<file path="config.mk">
export PLATFORM = sky130hd
export DESIGN_NAME = saw_square_osc
export DESIGN_NICKNAME = d
export VERILOG_FILES = /design/src/rtl/saw_square_osc.sv
export SDC_FILE = /design/constraint.sdc
export NUM_CORES = 1
export LEC_CHECK = 0
export ABC_AREA = 1
export BUFFER_PORTS_ARGS = -buffer_cell sky130_fd_sc_hd__buf_2
export CORE_MARGIN = 1
export CORE_UTILIZATION = 40
export DETAILED_ROUTE_END_ITERATION = 10
export PLACE_DENSITY = 0.62
export SLEW_MARGIN = 15
export SYNTH_ARGS = -nofsm -noshare
export SYNTH_HDL_FRONTEND = slang
export SYNTH_SLANG_ARGS = --single-unit
</file>
<file path="constraint.sdc">
create_clock -name clk -period 2.5 [get_ports clk]
set_clock_uncertainty 0.2 [all_clocks]
set_input_delay 0.25 -clock clk [delete_from_list [all_inputs] [get_ports clk]]
set_output_delay 0.25 -clock clk [all_outputs]
set_load 0.005 [all_outputs]
</file>
<file path="src/rtl/saw_square_osc.sv">
// rtl/saw_square_osc.sv - square and rising sawtooth oscillator sharing one phase counter
// The saw slope comes from a serial divider so a new period never needs a combinational divide.
module saw_square_osc #(
  parameter int WIDTH     = 32,
  parameter int AMPLITUDE = 2**20
) (
  input  logic             clk,
  input  logic             reset_n,
  input  logic [WIDTH-1:0] wave_length_integer,
  output logic [WIDTH-1:0] square_value,
  output logic [WIDTH-1:0] saw_value
);

  localparam int CW = (WIDTH > 1) ? $clog2(WIDTH) : 1;
  localparam logic [WIDTH-1:0]        AMP       = WIDTH'(AMPLITUDE);
  localparam logic [WIDTH-1:0]        NEG_AMP   = WIDTH'(-AMPLITUDE);
  localparam logic [WIDTH-1:0]        DIVIDEND  = WIDTH'(2 * AMPLITUDE);
  localparam logic signed [WIDTH:0]   SAT_MAX   = (WIDTH+1)'(AMPLITUDE - 1);
  localparam logic [CW-1:0]           LAST_STEP = CW'(WIDTH - 1);

  logic [WIDTH-1:0] phase;
  logic [WIDTH-1:0] inc;
  logic [WIDTH-1:0] nl;
  logic [WIDTH-1:0] den;
  logic [WIDTH-1:0] num;
  logic [WIDTH-1:0] quo;
  logic [WIDTH:0]   rem;
  logic             busy;
  logic [CW-1:0]    cnt;

  logic                    run;
  logic                    wrap;
  logic [WIDTH-1:0]        half;
  logic signed [WIDTH:0]   saw_sum;
  logic [WIDTH-1:0]        saw_next;
  logic [WIDTH:0]          rem_sh;
  logic                    fits;
  logic [WIDTH:0]          rem_nx;
  logic [WIDTH-1:0]        quo_nx;

  assign run  = wave_length_integer >= WIDTH'(2);
  assign half = wave_length_integer >> 1;
  assign wrap = phase >= (wave_length_integer - WIDTH'(1));

  // Saw sum is one bit wider so an overshoot clamps instead of wrapping negative.
  assign saw_sum  = $signed({saw_value[WIDTH-1], saw_value}) + $signed({1'b0, inc});
  assign saw_next = (saw_sum > SAT_MAX) ? SAT_MAX[WIDTH-1:0] : saw_sum[WIDTH-1:0];

  assign rem_sh = {rem[WIDTH-1:0], num[WIDTH-1]};
  assign fits   = rem_sh >= {1'b0, den};
  assign rem_nx = fits ? (rem_sh - {1'b0, den}) : rem_sh;
  assign quo_nx = {quo[WIDTH-2:0], fits};

  always_ff @(posedge clk or negedge reset_n) begin
    if (!reset_n) begin
      phase        <= '0;
      square_value <= '0;
      saw_value    <= '0;
    end else if (!run) begin
      phase        <= '0;
      square_value <= '0;
      saw_value    <= '0;
    end else begin
      phase        <= wrap ? '0 : phase + WIDTH'(1);
      square_value <= (phase < half) ? AMP : NEG_AMP;
      saw_value    <= (phase == '0) ? NEG_AMP : saw_next;
    end
  end

  // Restoring divider for inc = 2*AMPLITUDE / N; any change of N mid-division abandons it.
  always_ff @(posedge clk or negedge reset_n) begin
    if (!reset_n) begin
      busy <= 1'b0;
      cnt  <= '0;
      den  <= '0;
      num  <= '0;
      rem  <= '0;
      quo  <= '0;
      inc  <= '0;
      nl   <= '0;
    end else if (busy) begin
      if (wave_length_integer != den) begin
        busy <= 1'b0;
      end else begin
        rem <= rem_nx;
        quo <= quo_nx;
        num <= num << 1;
        cnt <= cnt + CW'(1);
        if (cnt == LAST_STEP) begin
          busy <= 1'b0;
          inc  <= quo_nx;
          nl   <= den;
        end
      end
    end else if (run && (wave_length_integer != nl)) begin
      busy <= 1'b1;
      den  <= wave_length_integer;
      num  <= DIVIDEND;
      rem  <= '0;
      quo  <= '0;
      cnt  <= '0;
    end
  end

endmodule

</file>
======== Word-level counts from Yosys, hierarchy flattened ========
Index checks and enable logic that the tools add are counted.
storage, ports and cells
  word-level logic and storage cells ...... 57
  input port bits ......................... 34
  register bits after elaboration ......... 293
  output and inout port bits .............. 64
operators by class
  $lt $le $gt $ge ......................... 5
  multiplexer cells ....................... 24
  reduce and logical (&&, ||, !) cells .... 6
  equality and inequality tests ........... 4
  bitwise operators ....................... 2
  add/subtract/negate cells ............... 5
operator list
  kind                                                  count
  two-way mux 32 bit                                    14
  two-way mux 31 bit                                    3
  inequality test 32 bit                                2
  adder 32 x 33 -> 33 bit                               1
  >= comparator 33 x 32 -> 1 bit                        1
  > comparator 33 x 21 -> 1 bit, second input constant  1
  adder 32 x 1 -> 32 bit, second input constant         1
  >= comparator 32 x 2 -> 1 bit, second input constant  1
  >= comparator 32 bit                                  1
  zero test 32 bit                                      1
  < comparator 32 x 31 -> 1 bit                         1
  subtractor 32 x 1 -> 32 bit, second input constant    1
  subtractor 32 bit                                     1
  two-way mux 5 bit                                     3
  adder 5 x 1 -> 5 bit, second input constant           1
  == test 5 bit, second input constant                  1
  two-way mux 1 bit                                     4
  AND reduction 2 bit                                   2
  AND reduction 3 bit                                   1
  inequality test 2 bit, second input constant          1
  NOT 1 bit                                             2
  nonzero test 2 bit                                    1
  logical AND 1 bit                                     1

======== Depth between registers and ports, before layout ========
  depth in word-level cells ............... 5
  gate-level depth with buffers ........... 20
  depth with buffers taken out ............ 19

======== Least setup slack after synthesis ========
OpenSTA, ideal clock, no wires.
  path kind ............................... input to register
  from .................................... in wave_length_integer[0]
  to ...................................... reg phase[27]
  arrival time ............................ 3.114 ns
  slack ................................... -0.936 ns
  data required time ...................... 2.179 ns
  stages on the path ...................... 20
  path buffers ............................ 1
  library setup time ...................... 0.121 ns
  cells stage by stage .................... inv_1 ha_1 nand2_1 nor2_1 nand2_1 nor4_2 nand2_1 nor2_2 nand3_1 nor2_1 nand3_1 xor2_1 ha_1 nand4_1 nor3_1 and3_1 nand4_1 nand4_2 buf_2 nor2_1
on the way
  cells in the longest elaborated chain, start to end .. 4
ends and longest elaborated chain
  element                      line  RTL
  from (decl)                  9     input logic [WIDTH-1:0] wave_length_integer,
  subtractor 32 x 1 -> 32 bit  43    assign wrap = phase >= (wave_length_integer - WIDTH'(1));
  >= comparator 32 bit         43
  two-way mux 32 bit           64    phase <= wrap ? '0 : phase + WIDTH'(1);
  two-way mux 32 bit (*)       59    end else if (!run) begin
  to (signal assigned)         64
  to (decl)                    21    logic [WIDTH-1:0] phase;
Every way passes the cells marked *; elsewhere a longest branch is shown, timed or not.
A chain may end at the register's enable or synchronous reset.

======== Final worst setup path ========
  from .................................... in wave_length_integer[1]
  to ...................................... reg phase[16]
Same word-level chain as after synthesis.

==> results by group <==
Status
  – Status: complete, but fails checks
  – Failing checks: negative setup slack

Floorplanning
  – Die W: 208 um
  – Core area: between 40000 and 50000 um^2
  – Starting density of the core: 40.6%
  – Std cell rows: 75
  – Die height: 208 um
  – Top Ports: 98
  – Die ar.: 43400 um^2

Synthesis
  – Area leader, netlist: dfrtp_1
  – Avg Cell Area, Syn: 7.46 um^2
  – Post-Syn Instances: approximately 2.3k
  – Post-synth ARST share: 100%
  – Number of synthesized flops with an enable pin: 0
  – Netlist cell types: 55
  – Main synth FF type: dfrtp_1
  – Syn. warnings: 0
  – Post-synthesis sequential area ratio: 35.6%
  – Synth Cell Area: 17000 um^2
  – Synth top area share: around 36%
  – Synth area leaders: dfrtp_1, nand2_1, ha_1
  – Flop and latch count out of synthesis: 242

Clock tree
  – CTS tree: done
  – Clk slew on worst S/H paths: 0.06 ns
  – H-tree Lvls: 1
  – # clock sinks: 242
  – Cts bufs inserted: 29
  – Clock Tree Root: clkbuf_16
  – Deepest clock path buffer count: 3
  – Clock Latency Late Sink: ~0.6 ns

Critical path
  – Critical Path End Type: flop
  – R2r setup slk: -0.32 ns
  – Buf/Inv on CP: 6
  – Top Family by Delay on Critical Path: simple AND/OR/NAND/NOR gates
  – Startpoint Class: input pin
  – CP Max Fanout: 7
  – Slowest cell on the critical path: ha_1
  – Crit-path cells: buf_6 -> inv_16 -> nand3_4 -> nor2_4 -> nand4_1 -> nor2_2 -> nand4_1 -> nand3b_4 -> nor4_2 -> buf_4 -> xor2_1 -> ha_1 -> a21oi_2 -> o21a_1 -> o221ai_1 -> a21oi_1 -> buf_4 -> nand4_4 -> buf_6 -> buf_16 -> nor3b_2
  – Crit Path Category: input pin to flop
  – CP max stage delay: 0.28 ns
  – CP required: around 2.8 ns
  – Worst path arrival time: 3.48 ns

Placement
  – Routability Congestion: about 0.95
  – HPWL after DPL: 42900 um
  – I/O Buffers: 77
  – Placed cells: 3311

Timing
  – Maximum clock frequency: ~310 MHz
  – Fin crit share: 127%
  – Minimum clock period: 3.18 ns
  – PnR worst setup slack: -0.677 ns
  – Unrepaired setup endpoints after global routing: yes
  – Final Hold Fails: 0
  – Final Max Tran Viols: 0
  – Min Hold Slack: around 0.0017 ns
  – Final setup fails: around 200
  – Worst Tran Pin Value: 0.976 ns
  – Total negative slack: -39.98 ns
  – Max_slew headroom: 35.0%

Min path
  – HP Class: input pin to async pin

Final layout
  – Final #Nets: approximately 3.1k
  – Area grow syn2layout: 61.8%
  – Layout cells sized above 1: 44.2%
  – Finished Layout Cells: 3516

Detailed routing
  – DR pass1 iterations: 5
  – Starting DRT DRC Count: 1496
  – DR vias/cell: between 5 and 6
  – Routed len/inst: 19.2 um
  – Final antenna-violating net count: 0
  – WL final: 67700 um
  – Via count: 18.9k
  – Residual DRC count: 0

Power
  – Max VDD drop: 0.523 mV
  – Pwr Density: 396 nW/um^2
  – Leakage: 0.0135 uW

Global route
  – GRT overflow: 0
  – Initial antenna violation count: 3
  – Aggregate global-route resource usage: 27.5%
  – Pin count of the biggest net entering global routing: 68
  – First-pass GRT wire length: 95100 um
  – Vias in the first global route: 18.1k

Run
  – Max_cap viols: 0
## through the flow
stage / util [%] / power [uW] / cell area (um^2) / setup WS (ns)
after global routing: 65.6 / 11300 / 27500 / -0.903
after detailed placement: 51.4 / 6260 / 21600 / -1.33
after global placement: 51.4 / 6200 / 21600 / -1.23
final: 65.6 / 10900 / 27500 / -0.677
after CTS: 59.7 / 10800 / 25100 / -0.537
after floorplan: - / 5330 / 17200 / -0.744
## what timing repair did
item | CTS | global route
cloned | 15 | 29
gates resized for setup | 356 | 453
endpoints found under the setup margin | 99 | 213
setup buffers | 66 | 45
endpoints found under the hold margin | 259 | 0
hold buffers | 18 | 0
pin swaps | 48 | 93
## path summary, 6_finish.rpt
kind / start / end / cells after the start
setup reg to reg: inc[15]$_DFFE_PN0P_ / saw_value[23]$_DFF_PN0_ / 19
max in group asynchronous: reset_n / den[21]$_DFFE_PN0P_ / 3
hold reg to reg: den[21]$_DFFE_PN0P_ / den[21]$_DFFE_PN0P_ / 2
setup / recovery: wave_length_integer[1] / phase[16]$_DFF_PN0_ / 21
min in group clk: wave_length_integer[20] / den[20]$_DFFE_PN0P_ / 4
hold / removal: reset_n / phase[3]$_DFF_PN0_ / 2
## cell usage after synthesis (5+ instances only)
cell	n
a211oi_1	5
a21boi_0	5
a21o_1	11
a21oi_1	118
a31oi_1	7
buf_2	23
buf_4	36
buf_6	7
clkbuf_1	22
dfrtp_1	242
ha_1	132
inv_1	305
inv_2	9
nand2_1	580
nand3_1	82
nand4_1	31
nor2_1	175
nor3_1	37
nor4_1	26
o2111ai_1	6
o211ai_1	24
o21ai_0	115
o21ai_1	33
o21bai_1	7
o22ai_1	57
or2_2	11
xnor2_1	49
xor2_1	75
## where the power goes
| part | internal, uW | switching (uW) |
|---|---|---|
| combinational | 1040 | 1280 |
| clock | 2550 | 1810 |
| sequential | 4050 | 157 |
## final cells by class
class / count / area, um^2
clock inverter: 12 / 181
clock buffer: 34 / 754
multi-input combinational: 1657 / 12300
timing repair buffer: 715 / 6300
sequential: 242 / 6060
antenna: 1 / 2.50
tap: 539 / 674
inverter: 316 / 1260
fill: 3320 / 14400
## kinds of logic (layout without fill, tap and decap cells)
| family | after synthesis | in the layout | share of synthesized area (%) |
|---|---|---|---|
| AOI/OAI and AO/OA | 398 | 398 | 13.3 |
| xor gates and xnor gates | 124 | 124 | 6.38 |
| adders and majority gates | 134 | 134 | 9.94 |
| buffers and inverters | 404 | 1077 | 10.2 |
| DFF | 242 | 242 | 35.6 |
| other | 1 | 21 | 0.0220 |
| and+or+nand+nor | 978 | 981 | 24.6 |
## layer usage
metal	vias up	global-route usage (%)	part of all wire, %
li1	8821	-	-
met1	9131	34.4	39
met2	699	47.8	50
met3	221	3.09	5.4
met4	2	11.7	5.7
met5	-	0	0.016
## cells in the final DEF, fill, tap and decap left out, types with 31 or more instances in the layout
| cell type | n |
|---|---|
| nand2_1 | 421 |
| ha_1 | 78 |
| nand2_4 | 64 |
| o21ai_1 | 43 |
| inv_1 | 265 |
| a21oi_2 | 59 |
| buf_4 | 530 |
| a21oi_1 | 54 |
| inv_2 | 40 |
| buf_6 | 37 |
| clkbuf_16 | 49 |
| buf_2 | 67 |
| nand4_1 | 31 |
| nor3_1 | 31 |
| xnor2_1 | 46 |
| o21ai_0 | 57 |
| o21ai_2 | 46 |
| nor2_1 | 121 |
| ha_4 | 50 |
| xor2_1 | 72 |
| nand3_1 | 53 |
| nor2_2 | 34 |
| nand2_2 | 98 |
| dfrtp_1 | 239 |
## flip-flops by register name, indices dropped and copies added (netlist names)
signal and flops:
den 32, num 11, rem 32, saw_value 32
square_value 2, nl 32, quo 31, phase 32
cnt 5, busy 1, inc 32
No activity file was read; power rests on OpenSTA's default activity.
